$ cat src/rtl/video_timing_gen.sv
// video_timing_gen: parametrised raster timing generator with registered, mutually aligned
// position, sync, blank and strobe outputs plus a completed-frame counter.
module video_timing_gen #(
   parameter int   H_DISPLAY = 640,
   parameter int   H_FRONT   = 16,
   parameter int   H_SYNC    = 96,
   parameter int   H_BACK    = 48,
   parameter int   V_DISPLAY = 480,
   parameter int   V_BOTTOM  = 10,
   parameter int   V_SYNC    = 2,
   parameter int   V_TOP     = 33,
   parameter logic HSYNC_POL = 1'b0,
   parameter logic VSYNC_POL = 1'b0,
   parameter int   CW        = 10,
   parameter int   FRAME_W   = 8
) (
   input  logic               clk,
   input  logic               reset,
   input  logic               pix_en,
   output logic [CW-1:0]      hpos,
   output logic [CW-1:0]      vpos,
   output logic               hsync,
   output logic               vsync,
   output logic               hblank,
   output logic               vblank,
   output logic               display_on,
   output logic               line_start,
   output logic               frame_start,
   output logic [FRAME_W-1:0] frame_count
);
   localparam int H_TOTAL = H_DISPLAY + H_FRONT + H_SYNC + H_BACK;
   localparam int V_TOTAL = V_DISPLAY + V_BOTTOM + V_SYNC + V_TOP;
   localparam logic [CW-1:0] H_LAST = CW'(H_TOTAL - 1);
   localparam logic [CW-1:0] V_LAST = CW'(V_TOTAL - 1);
   localparam logic [CW-1:0] H_DISP = CW'(H_DISPLAY);
   localparam logic [CW-1:0] V_DISP = CW'(V_DISPLAY);
   localparam logic [CW-1:0] HS_BEG = CW'(H_DISPLAY + H_FRONT);
   localparam logic [CW-1:0] HS_END = CW'(H_DISPLAY + H_FRONT + H_SYNC - 1);
   localparam logic [CW-1:0] VS_BEG = CW'(V_DISPLAY + V_BOTTOM);
   localparam logic [CW-1:0] VS_END = CW'(V_DISPLAY + V_BOTTOM + V_SYNC - 1);

   logic [CW-1:0]      r_hpos, r_vpos;
   logic               r_hsync, r_vsync, r_hblank, r_vblank, r_display_on;
   logic               r_line_start, r_frame_start;
   logic [FRAME_W-1:0] r_frame_count;
   logic               w_h_wrap, w_v_wrap;
   logic [CW-1:0]      w_h_next, w_v_next;

   // Flags are decoded from the next position so they load together with it.
   always_comb begin
      w_h_wrap = r_hpos == H_LAST;
      w_v_wrap = r_vpos == V_LAST;
      w_h_next = w_h_wrap ? '0 : r_hpos + 1'b1;
      w_v_next = !w_h_wrap ? r_vpos : w_v_wrap ? '0 : r_vpos + 1'b1;
   end

   always_ff @(posedge clk or posedge reset)
      if (reset) begin
         r_hpos        <= '0;
         r_vpos        <= '0;
         r_hsync       <= ~HSYNC_POL;
         r_vsync       <= ~VSYNC_POL;
         r_hblank      <= 1'b0;
         r_vblank      <= 1'b0;
         r_display_on  <= 1'b1;
         r_line_start  <= 1'b0;
         r_frame_start <= 1'b0;
         r_frame_count <= '0;
      end else begin
         r_line_start  <= pix_en & w_h_wrap;
         r_frame_start <= pix_en & w_h_wrap & w_v_wrap;
         if (pix_en) begin
            r_hpos       <= w_h_next;
            r_vpos       <= w_v_next;
            r_hsync      <= (w_h_next >= HS_BEG && w_h_next <= HS_END) ? HSYNC_POL : ~HSYNC_POL;
            r_vsync      <= (w_v_next >= VS_BEG && w_v_next <= VS_END) ? VSYNC_POL : ~VSYNC_POL;
            r_hblank     <= w_h_next >= H_DISP;
            r_vblank     <= w_v_next >= V_DISP;
            r_display_on <= w_h_next < H_DISP && w_v_next < V_DISP;
            if (w_h_wrap && w_v_wrap) r_frame_count <= r_frame_count + 1'b1;
         end
      end

   assign hpos        = r_hpos;
   assign vpos        = r_vpos;
   assign hsync       = r_hsync;
   assign vsync       = r_vsync;
   assign hblank      = r_hblank;
   assign vblank      = r_vblank;
   assign display_on  = r_display_on;
   assign line_start  = r_line_start;
   assign frame_start = r_frame_start;
   assign frame_count = r_frame_count;
endmodule

$ cat config.mk
export PLATFORM = sky130hd
export DESIGN_NAME = video_timing_gen
export DESIGN_NICKNAME = d
export VERILOG_FILES = /design/src/rtl/video_timing_gen.sv
export SDC_FILE = /design/constraint.sdc
export NUM_CORES = 1
export LEC_CHECK = 0
export ABC_CLOCK_PERIOD_IN_PS = 2100
export CAP_MARGIN = 30
export CORE_MARGIN = 2
export CORE_UTILIZATION = 30
export CTS_BUF_LIST = sky130_fd_sc_hd__clkbuf_16
export CTS_CLUSTER_DIAMETER = 150
export DETAILED_ROUTE_END_ITERATION = 7
export PLACE_DENSITY = 0.54
export SLEW_MARGIN = 20
export SYNTH_ARGS = -nofsm -noshare
export SYNTH_HDL_FRONTEND = slang
export SYNTH_SLANG_ARGS = --single-unit
$ cat constraint.sdc
create_clock -name clk -period 2.1 [get_ports clk]
set_clock_uncertainty 0.2 [all_clocks]
set_input_delay 0.315 -clock clk [delete_from_list [all_inputs] [get_ports clk]]
set_output_delay 0.315 -clock clk [all_outputs]
set_load 0.1 [all_outputs]
==> impl_metrics.tcl, run 1 <==
set metrics [dict create \
    period_needed_ps 2140 \
    avgSynthCellArea_um2 9.76 \
    ant_nets 0 \
    dp_hpwl_um 3990 \
    ys_seq_area_frac 0.415 \
    synth_ff_type "dfrtp_1" \
    p_leak_nw 1.42 \
    initial_core_util 0.312 \
    critPathKind "flop to flop" \
    io_pins 38 \
    portBuffers 37 \
    grt_max_degree 36 \
    grt_pass1_wl_um 9340 \
    drv_slew 0 \
    cts_made_buffers 5 \
    rows 30 \
    die_area_um2 7740 \
    ys_ff_latch 35 \
    synthArstFlopShare 1.00 \
    cp_data_arrival_time_ps 2120 \
    core_um2 6790 \
    synth.distinct_cells 60 \
    worst_slack_ps -40.2 \
    slew_headroom 0.696 \
    via_per_inst 4.96 \
    crit_family "compound AO/OA/AOI/OAI gates" \
    fill_cells 607 \
    finish.utilization 0.498 \
    die_w_um 88.0 \
    synthesis.nets 225 \
    worst_pin_slew_ps 456 \
    grt_overflow 0 \
    grt_usage 0.157 \
    hold_violations 0 \
    setup_viol 4 \
    syn-cell-area_um2 2120 \
    rsz0062_at_grt "yes" \
    vdd_drop_max_v 0.000621 \
    power_mw 3.00 \
    drtIter0Drc 137 \
    path_depth 6 \
    place_area_um2 3100 \
    gp_congestion 0.812 \
    cts_root_buffer "clkbuf_16" \
    fin_area_um2 3380 \
    critical_path.cell_chain "ha_4, nor3b_4, nand4_4, o31a_1, o21a_1, o41ai_2" \
    seq_area_um2 941 \
    max_stage_delay_ps 420 \
    violations "setup timing" \
    routed_wirelength_um 5540 \
    cp.required_ps 2080 \
    n_antenna_cell 0 \
    area_delta_synth_final_pct 59.8 \
    antenna_found_initial 0 \
    yosys.area.top_type "dfrtp_1" \
    grt_pass1_vias 1835 \
    fin_crit_sh 1.02 \
    cpMaxStageDelayCell "dfrtp_4" \
    crit_buf_inv 0 \
    cts.clk_slew.worst_paths_ps 60 \
    cp-start-kind "flop" \
    final_nets 289 \
    clk_path_buf_depth 2 \
    drc_errors 0 \
    synth.top_cell.area_share 0.378 \
    clock_latency_ps 280 \
    ff2ff_path_depth 6 \
    ys_warn_count 0 \
    synth_cells 217 \
    min_path_type "primary input to asynchronous set/reset pin" \
    wl_per_cell_um 14.7 \
    power-per-cell-area_nw_per_um2 887 \
    fmax_mhz 467 \
    drive_gt1_frac 0.479 \
    h-tree-depth 2 \
    finalSetupTns_ps -95.4 \
    ctsHoldBuffers 0 \
    ys_top_cells_by_area "dfrtp_1, o21ai_0, dfstp_2" \
    multi_input_area_um2 1290 \
    fp.dieH_um 88.0 \
    ys_top_cells_by_count "dfrtp_1, nand2_1, o21ai_0" \
    crit_fanout 5 \
    route.vias.total 1874 \
    yosysMostFrequentCell "dfrtp_1" \
    status "finished with violations" \
    end_kind "flop" \
    firstDrtPassIters 4 \
    cts.sinks 35 \
    synth_edf_count 0 \
    cts_tree "done" \
    drv_cap 0 \
]
## worst reg2reg max path, cell delays in order (launching register included)
cell and delay (ps):
dfrtp_4 420, ha_4 140, nor3b_4 280, nand4_4 170
o31a_1 280, o21a_1 200, o41ai_2 350
## through the flow
stage | cells | hold WS [ps] | setup slack, ps
after floorplan | 217 | 267 | -209
after global placement | 367 | 284 | -55.0
after detailed placement | 367 | 286 | -36.4
after CTS | 376 | 263 | -18.4
after global routing | 378 | 296 | -145
final | 378 | 238 | -40.2
## layer usage
metal / wire length, um / track usage / vias up
met1: 2720 / 0.231 / 912
met2: 2560 / 0.227 / 31
met3: 196 / 0.0339 / 6
met5: 0 / 0 / -
li1: - / - / 925
met4: 70 / 0.0517 / 0
## cell type report
cell class,count,area share
Sequential cell,35,0.278
Timing Repair Buffer,70,0.254
Clock buffer,5,0.0370
Tap cell,96,0.0355
Inverter,7,0.00777
Multi-Input combinational cell,162,0.381
Clock inverter,3,0.00703
## sequential cells by signal, summed over array words and instances (netlist names)
name         cells
hpos            10
vpos            10
frame_count      8
display_on       1
frame_start      1
hblank           1
hsync            1
line_start       1
vblank           1
vsync            1
## power by group
group	total (mW)	internal, mW	switching (mW)
combinational	1.36	0.518	0.838
sequential	0.900	0.780	0.120
clock	0.745	0.443	0.302
## what timing repair did
item / 4_1_cts / 5_1_grt
setup buffers: 1 / 1
gates resized for setup: 5 / 19
pin swaps: 2 / 8
cloned: 0 / 1
endpoints found under the setup margin: 5 / 12
## path summary, 6_finish.rpt
check	from	endpoint	slack, ps
worst max-delay path	hpos[1]	display_on	-40
worst min-delay path	reset	hpos[6]	240
worst max register to register	hpos[1]	display_on	-40
worst min register to register	frame_count[5]	frame_count[5]	290
max in group asynchronous	reset	vpos[6]	1100
min in group clk	frame_count[5]	frame_count[5]	290
## cell families (layout without fill, tap and decap cells)
group	Yosys count	in the layout	synth area share
AND/OR/NAND/NOR	90	90	0.265
AO/OA/AOI/OAI	46	46	0.149
adder cells (fa/ha/maj)	5	5	0.0296
multiplexers	7	7	0.0355
buffers and inverters	20	85	0.0437
flip-flops	35	35	0.415
XOR/XNOR	14	14	0.0615
## cells in the final DEF, fill, tap and decap left out, types with 5 or more instances in the layout
| cell | instances |
|---|---|
| nor2_1 | 11 |
| nand4_1 | 11 |
| nand3_1 | 5 |
| clkbuf_16 | 5 |
| dfrtp_1 | 13 |
| and3_1 | 6 |
| buf_12 | 25 |
| o21ai_0 | 15 |
| xnor2_1 | 9 |
| dfrtp_4 | 15 |
| nand2_1 | 15 |
| buf_4 | 38 |
(Power assumes the default switching activity.)
==> inputs of run 2 (changes only) <==
--- a/config.mk
+++ b/config.mk
@@ -12,7 +12,7 @@
 export CTS_BUF_LIST = sky130_fd_sc_hd__clkbuf_16
 export CTS_CLUSTER_DIAMETER = 150
 export DETAILED_ROUTE_END_ITERATION = 7
-export PLACE_DENSITY = 0.54
+export PLACE_DENSITY = 0.6
 export SLEW_MARGIN = 20
 export SYNTH_ARGS = -nofsm -noshare
 export SYNTH_HDL_FRONTEND = slang
==> impl_metrics.tcl, run 2 (synthesis results as in run 1) <==
set metrics [dict create \
    status "finished with violations" \
    violations "setup timing" \
    rr_endpoint "vsync" \
    initial_core_util 0.312 \
    switching_share 0.385 \
    final_nets 289 \
    core_um2 6790 \
    crit_family "simple AND/OR/NAND/NOR gates" \
    power_mw 3.22 \
    antenna_found_initial 0 \
    drv_cap 0 \
    clk_path_buf_depth 2 \
    clkPwrFrac 0.299 \
    grt_usage 0.158 \
    seqPwrFrac 0.292 \
    dp_hpwl_um 4010 \
    drc_errors 0 \
    most-common-layout-cells "buf_4, buf_12, nand2_1, o21ai_0, dfrtp_4" \
    fin_crit_sh 1.02 \
    max_stage_delay_ps 550 \
    final_common_cell "buf_4" \
    intPower_mw 1.98 \
    period_needed_ps 2150 \
    routed_wirelength_um 5710 \
    grt_overflow 0 \
    h-tree-depth 2 \
    route.vias.total 1933 \
    cts.clk_slew.worst_paths_ps 60 \
    hold_violations 0 \
    fp.dieH_um 88.0 \
    setup_viol 3 \
    ant_nets 0 \
    p_leak_nw 1.44 \
    cts_root_buffer "clkbuf_16" \
    rows 30 \
    area_delta_synth_final_pct 62.5 \
    drv_slew 0 \
    grt_pass1_wl_um 9540 \
    cp.required_ps 2090 \
    fin_area_um2 3440 \
    portBuffers 37 \
    r2r_slack_ps -50 \
    wl_per_cell_um 15.1 \
    slew_headroom 0.700 \
    fill_cells 594 \
    fmax_mhz 465 \
    final_cell_count_no_fill 378 \
    firstDrtPassIters 4 \
    worst_pin_slew_ps 450 \
    io_pins 38 \
    r2r-start "hpos[5]" \
    n_antenna_cell 0 \
    die_w_um 88.0 \
    switchingPower_mw 1.24 \
    ctsHoldBuffers 0 \
    cp-start-kind "flop" \
    die_area_um2 7740 \
    place_area_um2 3120 \
    clock_latency_ps 280 \
    via_per_inst 5.11 \
    ff2ff_path_depth 5 \
    rsz0062_at_grt "yes" \
    critPathKind "flop to flop" \
    crit_fanout 11 \
    crit_buf_inv 0 \
    cp_data_arrival_time_ps 2140 \
    drive_gt1_frac 0.486 \
    place_inst 366 \
    worst_slack_ps -49.3 \
    drtIter0Drc 180 \
    cpMaxStageDelayCell "dfrtp_4" \
    cts_made_buffers 5 \
    grt_max_degree 36 \
    cts.sinks 35 \
    critical_path.cell_chain "nor3b_4, nand4_2, or3_4, a211oi_4, a41oi_2" \
    gp_congestion 0.837 \
    power-per-cell-area_nw_per_um2 937 \
    p_comb_frac 0.409 \
    cts_tree "done" \
    finish.utilization 0.506 \
    end_kind "flop" \
    min_path_type "primary input to asynchronous set/reset pin" \
    vdd_drop_max_v 0.000743 \
    grt_pass1_vias 1931 \
]
run 2: routing by layer:
layer,vias to the layer above,share of wire,track usage
li1,926,-,-
met1,959,0.47,0.223
met2,46,0.48,0.250
met3,2,0.037,0.0292
met4,0,0.0060,0.0448
met5,-,0,0
run 2: power groups by stage:
stage               sequential [mW]  combinational [mW]  clock, mW
detailed placement            0.952                1.27          0
floorplan                      1.37               0.399          0
finish                        0.940                1.32      0.964
CTS                           0.940                1.28      0.991
global route                  0.955                1.39       1.02
global placement              0.947                1.26          0
run 2: worst max path at each step:
stage | from | endpoint | slack, ps | cells after the start
floorplan | vpos[5] | frame_count[4] | -210 | 6
global placement | hpos[1] | vsync | -30 | 6
detailed placement | hpos[1] | vsync | -90 | 6
CTS | hpos[1] | vsync | -40 | 6
global route | hpos[1] | vsync | -150 | 6
finish | hpos[5] | vsync | -50 | 5
run 2: tightest hold or removal path: cells and delay by family:
family,cells,cell delay [ps]
buf+inv,3,830
run 2: layout make-up:
cell class                 count  area (um2)  share of cell area
inverter                       7        26.3             0.00764
sequential                    35         941               0.273
multi-input combinational    162        1280               0.373
timing repair buffer          70         876               0.255
clock inverter                 3        67.6              0.0196
clock buffer                   5         125              0.0364
tap                           96         120              0.0349
run 2: repair_timing:
item,CTS,global route
gates cloned,0,0
pin swaps,0,8
gates resized for setup,4,18
setup endpoints to repair,5,14
setup buffers,1,4
run 2: through the flow:
step | worst slack (ps) | setup TNS, ps | hold slack [ps]
3_5_place_dp | -87.2 | -191 | 302
3_3_place_gp | -25.8 | -40.8 | 278
5_1_grt | -153 | -636 | 307
2_1_floorplan | -209 | -1810 | 267
4_1_cts | -40.1 | -78.4 | 252
6_report | -49.3 | -98.2 | 239
